File: src/rtl/layer_op_sequencer.sv
// Control sequencer for the CORDIC MAC/activation datapath: walks every (layer, neuron, input)
// triple of a latched topology and issues one MAC op per triple over a valid/ready handshake.
module layer_op_sequencer #(
   parameter int N_W  = 6,
   parameter int WA_W = 12
) (
   input  logic            clk,
   input  logic            rst,
   input  logic            start,
   input  logic [5:0]      no_layers,
   input  logic [N_W-1:0]  nl1,
   input  logic [N_W-1:0]  nl2,
   input  logic [N_W-1:0]  nl3,
   input  logic [N_W-1:0]  nl4,
   input  logic [N_W-1:0]  nl5,
   input  logic [1:0]      afl1,
   input  logic [1:0]      afl2,
   input  logic [1:0]      afl3,
   input  logic [1:0]      afl4,
   input  logic [1:0]      afl5,
   output logic            op_valid,
   input  logic            op_ready,
   output logic [N_W-1:0]  op_in_addr,
   output logic            op_in_bank,
   output logic [WA_W-1:0] op_w_addr,
   output logic [N_W-1:0]  op_neuron,
   output logic            op_first,
   output logic            op_last,
   output logic [1:0]      op_act,
   output logic [2:0]      layer_idx,
   input  logic            nrn_done,
   output logic            busy,
   output logic            done,
   output logic            err
);

   typedef enum logic [2:0] {
      S_IDLE,
      S_LOAD,
      S_ISSUE,
      S_WAIT,
      S_DONE
   } state_t;

   state_t          state, state_nxt;

   // Indexed by layer number; entries 0, 6 and 7 stay zero.
   logic [N_W-1:0]  nl_r  [8];
   logic [1:0]      afl_r [8];
   logic [2:0]      nlay_r;
   logic [2:0]      layer_r;
   logic [N_W-1:0]  in_idx_r;
   logic [N_W-1:0]  nrn_r;
   logic [N_W-1:0]  done_cnt_r;
   logic [WA_W-1:0] w_addr_r;
   logic            bank_r;
   logic            err_r;

   logic [N_W-1:0]  ins;
   logic [N_W-1:0]  outs;
   logic [N_W-1:0]  done_cnt_inc;
   logic            last_in;
   logic            last_op;
   logic            accept;
   logic            layer_fin;
   logic            cfg_bad;

   assign ins          = nl_r[layer_r - 3'd1];
   assign outs         = nl_r[layer_r];
   assign last_in      = (in_idx_r == ins - N_W'(1));
   assign last_op      = last_in && (nrn_r == outs - N_W'(1));
   assign accept       = (state == S_ISSUE) && op_ready;
   assign done_cnt_inc = done_cnt_r + N_W'(nrn_done);
   assign layer_fin    = (done_cnt_inc >= outs);

   // Checked on the live inputs during LOAD, the same cycle they are latched.
   always_comb begin
      cfg_bad = (no_layers < 6'd2) || (no_layers > 6'd5);
      if (nl1 == '0) cfg_bad = 1'b1;
      if (nl2 == '0) cfg_bad = 1'b1;
      if ((no_layers >= 6'd3) && (nl3 == '0)) cfg_bad = 1'b1;
      if ((no_layers >= 6'd4) && (nl4 == '0)) cfg_bad = 1'b1;
      if ((no_layers >= 6'd5) && (nl5 == '0)) cfg_bad = 1'b1;
   end

   always_ff @(posedge clk) begin
      if (rst) state <= S_IDLE;
      else     state <= state_nxt;
   end

   always_comb begin
      state_nxt = state;
      case (state)
         S_IDLE:  if (start) state_nxt = S_LOAD;
         S_LOAD:  state_nxt = cfg_bad ? S_IDLE : S_ISSUE;
         S_ISSUE: if (accept && last_op) state_nxt = S_WAIT;
         S_WAIT:  if (layer_fin) state_nxt = (layer_r == nlay_r) ? S_DONE : S_ISSUE;
         S_DONE:  state_nxt = S_IDLE;
         default: state_nxt = S_IDLE;
      endcase
   end

   always_ff @(posedge clk) begin
      if (rst) begin
         for (int k = 0; k < 8; k++) begin
            nl_r[k]  <= '0;
            afl_r[k] <= '0;
         end
         nlay_r     <= '0;
         layer_r    <= '0;
         in_idx_r   <= '0;
         nrn_r      <= '0;
         done_cnt_r <= '0;
         w_addr_r   <= '0;
         bank_r     <= 1'b0;
         err_r      <= 1'b0;
      end else begin
         err_r <= 1'b0;
         case (state)
            S_LOAD: begin
               nl_r[0]    <= '0;
               nl_r[1]    <= nl1;
               nl_r[2]    <= nl2;
               nl_r[3]    <= nl3;
               nl_r[4]    <= nl4;
               nl_r[5]    <= nl5;
               nl_r[6]    <= '0;
               nl_r[7]    <= '0;
               afl_r[0]   <= '0;
               afl_r[1]   <= afl1;
               afl_r[2]   <= afl2;
               afl_r[3]   <= afl3;
               afl_r[4]   <= afl4;
               afl_r[5]   <= afl5;
               afl_r[6]   <= '0;
               afl_r[7]   <= '0;
               nlay_r     <= no_layers[2:0];
               layer_r    <= 3'd2;
               in_idx_r   <= '0;
               nrn_r      <= '0;
               done_cnt_r <= '0;
               w_addr_r   <= '0;
               bank_r     <= 1'b0;
               err_r      <= cfg_bad;
            end
            S_ISSUE: begin
               done_cnt_r <= done_cnt_inc;
               if (accept) begin
                  w_addr_r <= w_addr_r + WA_W'(1);
                  if (last_in) begin
                     in_idx_r <= '0;
                     nrn_r    <= nrn_r + N_W'(1);
                  end else begin
                     in_idx_r <= in_idx_r + N_W'(1);
                  end
               end
            end
            S_WAIT: begin
               done_cnt_r <= done_cnt_inc;
               // Weight address keeps running across layers: weights are packed with no gaps.
               if (layer_fin && (layer_r != nlay_r)) begin
                  layer_r    <= layer_r + 3'd1;
                  bank_r     <= ~bank_r;
                  in_idx_r   <= '0;
                  nrn_r      <= '0;
                  done_cnt_r <= '0;
               end
            end
            S_DONE: layer_r <= '0;
            default: ;
         endcase
      end
   end

   always_comb begin
      op_valid   = 1'b0;
      op_in_addr = '0;
      op_in_bank = 1'b0;
      op_w_addr  = '0;
      op_neuron  = '0;
      op_first   = 1'b0;
      op_last    = 1'b0;
      op_act     = '0;
      layer_idx  = '0;
      done       = 1'b0;
      busy       = (state != S_IDLE);
      err        = err_r;
      case (state)
         S_ISSUE: begin
            op_valid   = 1'b1;
            op_in_addr = in_idx_r;
            op_in_bank = bank_r;
            op_w_addr  = w_addr_r;
            op_neuron  = nrn_r;
            op_first   = (in_idx_r == '0);
            op_last    = last_in;
            op_act     = afl_r[layer_r];
            layer_idx  = layer_r;
         end
         S_WAIT:  layer_idx = layer_r;
         S_DONE:  done = 1'b1;
         default: ;
      endcase
   end

endmodule

File: config.mk
export PLATFORM = sky130hd
export DESIGN_NAME = layer_op_sequencer
export DESIGN_NICKNAME = d
export VERILOG_FILES = /design/src/rtl/layer_op_sequencer.sv
export SDC_FILE = /design/constraint.sdc
export NUM_CORES = 1
export LEC_CHECK = 0
export ABC_CLOCK_PERIOD_IN_PS = 3000
export CAP_MARGIN = 20
export CORE_MARGIN = 8
export CORE_UTILIZATION = 45
export CTS_BUF_LIST = sky130_fd_sc_hd__clkbuf_4 sky130_fd_sc_hd__clkbuf_8
export CTS_CLUSTER_DIAMETER = 100
export CTS_CLUSTER_SIZE = 20
export DETAILED_ROUTE_END_ITERATION = 8
export HOLD_SLACK_MARGIN = 0.06
export PLACE_DENSITY = 0.77
export SYNTH_ARGS = -nofsm -noshare
export SYNTH_HDL_FRONTEND = slang
export SYNTH_SLANG_ARGS = --single-unit
File: constraint.sdc
create_clock -name clk -period 3 [get_ports clk]
set_input_delay 0.6 -clock clk [delete_from_list [all_inputs] [get_ports clk]]
set_output_delay 0.6 -clock clk [all_outputs]
set_load 0.005 [all_outputs]
==> flow_summary.json, run 1 <==
{
  "status": "finished with violations",
  "failed_checks": "setup timing",
  "max_stage_delay_ps": 340,
  "antenna_found_initial": 0,
  "grt_pass1_vias": 4372,
  "cts_root_buf": "clkbuf_8",
  "start_util_pct": 46.4,
  "first_pass_iters": 5,
  "cp_top_family": "compound AO/OA/AOI/OAI gates",
  "skew_ps": 9.06,
  "combPwrFrac_pct": 22.7,
  "wl_um": 13200,
  "synth_cells": 538,
  "place_area_sq_um": 6410,
  "critPathLaunchType": "flop",
  "finalNetCount": 737,
  "cts_max_path_buffers": 2,
  "min_path_type": "flop to flop",
  "p_int_mw": 1.97,
  "multi_input_area_sq_um": 3090,
  "drive_gt1_share_pct": 23.0,
  "ys_ff_latch": 84,
  "seq_power_share_pct": 47.7,
  "ys_seq_area_share_pct": 41.0,
  "path_cells": "inv_2 -> ha_4 -> mux2_4 -> a221oi_4 -> ha_2 -> inv_2 -> nor3b_2 -> o221ai_2 -> a221oi_4 -> nand2_1 -> inv_1 -> buf_2",
  "path_class": "flop to output port",
  "period_share_pct": 115,
  "peakVddDrop_mv": 0.210,
  "yosysMostFrequentCell": "and2_1",
  "gp_congestion": 0.857,
  "p_per_area_nw_per_um2": 392,
  "vias": 4473,
  "grt_pass1_wl_um": 20800,
  "stdcell_area_sq_um": 7000,
  "leakage_nw": 2.58,
  "die-area_sq_um": 14900,
  "wl_per_cell_um": 16.2,
  "dp.cells": 781,
  "synthArstFlopShare_pct": 0,
  "grt_start_max_net_pins": 42,
  "die_width_um": 122,
  "core_sq_um": 10900,
  "path_clk_slew_ps": 90,
  "fmax_mhz": 289,
  "synth.avg_cell_area_sq_um": 9.44,
  "worst_slack_ps": -463,
  "crit_arrival_ps": 2860,
  "required_ps": 2400,
  "antenna_cells": 0,
  "slew_viol_final": 0,
  "hold_viol": 0,
  "htree_levels": 3,
  "cp_slowest_cell": "dfxtp_2",
  "grt_util_all_layers_pct": 17.3,
  "hold_ws_ps": 482,
  "hpwl_um": 10000,
  "syn_to_final_growth_pct": 37.8,
  "overflow": 0,
  "pre_cts_ws_ps": -594,
  "clkLatencyLatePin_ps": 360,
  "grt_setup_unrepaired": "true",
  "synth_top_area_share_pct": 23.7,
  "via_per_inst": 5.49,
  "ys.flop_type": "dfxtp_1",
  "portBuffers": 86,
  "path_max_fanout": 4,
  "clkSinkCount": 84,
  "fillers": 891,
  "slew_headroom_pct": 30.1,
  "path_buf_inv": 4,
  "synth_edf_count": 40,
  "synth_nets": 605,
  "ios": 87,
  "final-seq-area_sq_um": 2090,
  "ys_warn_count": 0,
  "tritoncts": "done",
  "yosys-top-cells-area": "edfxtp_1 (24%), dfxtp_1 (17%), and2_1 (7.8%)",
  "setup_viol": 1,
  "drcViolationCount": 0,
  "power_mw": 2.74,
  "dieHeight_um": 122,
  "synth_top_cell_by_area": "edfxtp_1",
  "max-cap-violations": 0,
  "p_clk_share_pct": 29.6,
  "drt_iter0_drc": 368,
  "syn-cell-area_sq_um": 5080,
  "cts_buffers": 9,
  "netlist_top_cells_count": "and2_1 (63), dfxtp_1 (44), nor2_1 (41)",
  "p_sw_mw": 0.776,
  "critPathCaptureType": "output port",
  "rows": 38,
  "stdcell_count": 815,
  "worst_slew_pin_slew_ps": 1040,
  "switching_share_pct": 28.3,
  "ys_types": 64,
  "drtAntennaViolNets": 0,
  "fin_crit_ps": 3460
}
power groups by stage:
stage	logic (mW)	registers [mW]	clock network, mW
CTS	0.576	1.30	0.823
detailed placement	0.552	1.33	0
floorplan	0.334	1.31	0
global route	0.669	1.31	0.874
global placement	0.535	1.33	0
finish	0.623	1.31	0.813
worst paths after layout:
| check | start | endpoint | slack, ps | cells after the start |
|---|---|---|---|---|
| worst max register to register | layer_r[0] | nrn_r[1] | 10 | 14 |
| worst min register to register | w_addr_r[11] | w_addr_r[11] | 480 | 2 |
| worst min-delay path | w_addr_r[11] | w_addr_r[11] | 480 | 2 |
| worst max-delay path | layer_r[0] | op_last | -460 | 12 |
through the flow:
step | util [%] | TNS (ps)
2_1_floorplan | - | -34.2
3_3_place_gp | 58.6 | -10980
5_1_grt | 64.0 | -1450
3_5_place_dp | 58.6 | -12750
6_report | 64.0 | -463
4_1_cts | 61.4 | -520
layout by cell type, fill, tap and decap left out, drive strengths merged, types with 13 or more instances in the layout:
master         synthesis  layout
edfxtp                40      40
nand2                 32      32
o21ai                 18      18
nor3                  21      21
nand4                 13      13
and2                  63      63
clkdlybuf4s50          0      84
nor2                  42      42
buf                   10      63
xor2                  20      20
mux2i                 29      29
dfxtp                 44      44
ha                    16      16
inv                   19      18
a21oi                 24      24
registers in the layout, summed over array words and instances (netlist names), named ones only:
signal,flops
afl_r,10
bank_r,1
done_cnt_r,6
err,1
in_idx_r,6
layer_r,3
nl_r,30
nlay_r,3
nrn_r,6
state,3
w_addr_r,12
timing repair:
action / CTS / global route
gates cloned: 0 / 0
pin swaps: 13 / 25
endpoints found under the setup margin: 41 / 25
hold buffers: 0 / 0
buffers inserted: 3 / 16
gates resized for setup: 22 / 39
cell type report:
| class | count | share of cell area, % |
|---|---|---|
| well taps | 140 | 2.50 |
| repair buffers | 148 | 19.6 |
| inverters | 19 | 1.07 |
| clock buffers | 11 | 1.98 |
| flip-flops and latches | 84 | 29.8 |
| multi-input cells | 408 | 44.2 |
| clock inverters | 5 | 0.787 |
tightest hold or removal path, delay by kind of cell, from the launching register on:
kind	cells	cell delay (ps)
compound gates	2	130
flops	1	320
kinds of logic after synthesis:
family | share of synthesized area, %
and+or+nand+nor | 24.8
AOI/OAI and AO/OA | 13.4
DFF | 41.0
buffers and inverters | 3.94
muxes | 7.27
xor gates and xnor gates | 5.64
adders and majority gates | 3.94
per-layer routing:
metal,track usage [%],share of wire [%],vias up
met1,21.4,44,2096
met3,4.04,6.2,18
met2,29.2,48,154
met5,0,0,-
li1,-,-,2205
met4,5.71,1.4,0
Power figures use the tool's default switching activity.
==> run 2, diff against run 1 <==
--- a/config.mk
+++ b/config.mk
@@ -7,6 +7,7 @@
 export LEC_CHECK = 0
 export ABC_CLOCK_PERIOD_IN_PS = 3000
 export CAP_MARGIN = 20
+export CORE_ASPECT_RATIO = 1.2
 export CORE_MARGIN = 8
 export CORE_UTILIZATION = 45
 export CTS_BUF_LIST = sky130_fd_sc_hd__clkbuf_4 sky130_fd_sc_hd__clkbuf_8
@@ -15,6 +16,7 @@
 export DETAILED_ROUTE_END_ITERATION = 8
 export HOLD_SLACK_MARGIN = 0.06
 export PLACE_DENSITY = 0.77
+export RECOVER_POWER = 100
 export SYNTH_ARGS = -nofsm -noshare
 export SYNTH_HDL_FRONTEND = slang
 export SYNTH_SLANG_ARGS = --single-unit
==> flow_summary.json, run 2 (synthesis gave the netlist of run 1 again) <==
{
  "status": "finished with violations",
  "failed_checks": "setup timing",
  "reg2reg_slack_ps": -170,
  "pre_cts_ws_ps": -629,
  "seq_power_share_pct": 44.3,
  "grt_start_max_net_pins": 42,
  "ios": 87,
  "tritoncts": "done",
  "cts_buffers": 9,
  "rows": 42,
  "clkSinkCount": 84,
  "grt_pass1_vias": 4517,
  "worst_slack_ps": -514,
  "wl_um": 14100,
  "htree_levels": 3,
  "setup_viol": 18,
  "combPwrFrac_pct": 22.3,
  "antenna_cells": 0,
  "p_per_area_nw_per_um2": 410,
  "vias": 4624,
  "layout_commonest_cell": "clkdlybuf4s50_1",
  "cp_slowest_cell": "dfxtp_2",
  "drtAntennaViolNets": 0,
  "p_int_mw": 2.14,
  "grt_setup_unrepaired": "true",
  "via_per_inst": 5.63,
  "start_util_pct": 46.0,
  "dieHeight_um": 132,
  "drt_iter0_drc": 244,
  "grt_pass1_wl_um": 21700,
  "overflow": 0,
  "clkLatencyLatePin_ps": 370,
  "p_sw_mw": 0.801,
  "path_max_fanout": 7,
  "skew_ps": 14.7,
  "hpwl_um": 10500,
  "largest-register": "nl_r",
  "slew_viol_final": 0,
  "cts_max_path_buffers": 2,
  "max_stage_delay_ps": 350,
  "tns_ps": -1650,
  "critPathCaptureType": "output port",
  "leakage_nw": 2.68,
  "fillers": 877,
  "peakVddDrop_mv": 0.429,
  "max-cap-violations": 0,
  "crit_arrival_ps": 2910,
  "crit_end": "op_last",
  "critPathLaunchType": "flop",
  "core_sq_um": 11000,
  "reg2reg_to": "nrn_r[3]",
  "die-area_sq_um": 14900,
  "p_clk_share_pct": 33.5,
  "top_regs": "nl_r x30, w_addr_r x12, afl_r x10",
  "slew_headroom_pct": 46.2,
  "die_width_um": 113,
  "final_cell_mix": "clkdlybuf4s50_1 (74), buf_4 (62), and2_1 (43)",
  "worst_slew_pin_slew_ps": 800,
  "gp_congestion": 0.930,
  "min_path_type": "flop to flop",
  "antenna_found_initial": 0,
  "path_cells": "inv_2 -> ha_4 -> buf_4 -> clkinvlp_4 -> buf_4 -> nor3_2 -> buf_4 -> nor4b_4 -> a211o_1 -> a221oi_4 -> nand2_1 -> inv_1 -> buf_2",
  "path_class": "flop to output port",
  "switching_share_pct": 27.2,
  "hold_viol": 0,
  "wl_per_cell_um": 17.1,
  "cts_root_buf": "clkbuf_8",
  "largest_reg_flops": 30,
  "period_share_pct": 117,
  "grt_util_all_layers_pct": 17.9,
  "first_pass_iters": 5,
  "finalNetCount": 752,
  "rr_worst_depth": 13,
  "fin_crit_ps": 3510,
  "syn_to_final_growth_pct": 41.5,
  "required_ps": 2400,
  "drive_gt1_share_pct": 24.9,
  "path_clk_slew_ps": 100,
  "hold_buffers": 0,
  "drcViolationCount": 0,
  "startpoint": "layer_r[1]",
  "portBuffers": 86,
  "fmax_mhz": 285,
  "cpMostUsedCell": "buf_4"
}
[run 2: cell count changes in the layout (fill, tap and decap cells not counted), moves of 3 or more]
cell             before  now
dlygate4sd3_1         0   10
buf_4                55   62
and2_0                0   19
nor3_4                4    1
ha_4                  3    6
a31oi_2               4    1
and2_1               62   43
clkdlybuf4s50_1      84   74
clkbuf_1              0    3
nor3_2                6   10
ha_1                 11    8
a31oi_1               4    7
[run 2: cell type report]
| cell class | instances | area (sq um) | share of cell area [%] |
|---|---|---|---|
| multi-input cells | 408 | 3120 | 43.5 |
| flip-flops and latches | 84 | 2090 | 29.0 |
| repair buffers | 163 | 1490 | 20.7 |
| well taps | 132 | 165 | 2.30 |
| clock buffers | 9 | 124 | 1.72 |
| clock inverters | 7 | 123 | 1.71 |
| inverters | 19 | 75.1 | 1.05 |
[run 2: critical path: cells and delay by family (launching register included)]
| kind | cells | cell delay, ps |
|---|---|---|
| AOI/OAI and AO/OA | 2 | 570 |
| and+or+nand+nor | 3 | 430 |
| DFF | 1 | 350 |
| buffers and inverters | 7 | 900 |
| adders and majority gates | 1 | 300 |
[run 2: per-layer routing]
layer | vias to the layer above | global-route usage (%) | wire, um | part of all wire [%]
li1 | 2234 | - | - | -
met1 | 2177 | 19.6 | 5590 | 40
met2 | 173 | 32.6 | 7200 | 51
met3 | 40 | 4.54 | 902 | 6.4
met4 | 0 | 6.01 | 360 | 2.6
met5 | - | 0 | 0 | 0
[run 2: stage by stage]
step                std cells  instance area (sq um)  hold slack, ps  power [mW]  utilization [%]
floorplan                 538                   5150             454        1.65                -
global placement          791                   6550             463        1.89             59.3
detailed placement        791                   6550             470        1.91             59.3
CTS                       811                   6920             482        2.91             62.7
global route              822                   7180             531        3.06             65.1
finish                    822                   7180             483        2.94             65.1
[run 2: how the worst min path moves through the flow]
stage,startpoint,end,cells after the start
floorplan,w_addr_r[11],w_addr_r[11],2
global placement,w_addr_r[11],w_addr_r[11],2
detailed placement,w_addr_r[11],w_addr_r[11],2
CTS,w_addr_r[11],w_addr_r[11],2
global route,w_addr_r[11],w_addr_r[11],2
finish,w_addr_r[11],w_addr_r[11],2
[run 2: power groups by stage]
stage,clock network [mW],logic [mW],registers [mW]
floorplan,0,0.334,1.31
global placement,0,0.567,1.32
detailed placement,0,0.583,1.33
CTS,1.00,0.612,1.30
global route,1.05,0.703,1.31
finish,0.985,0.655,1.30
[run 2: repair_timing]
action	4_1_cts	5_1_grt
resized for setup	24	46
pin swaps	14	25
endpoints found under the hold margin	0	0
endpoints found under the setup margin	18	27
setup buffers	5	11
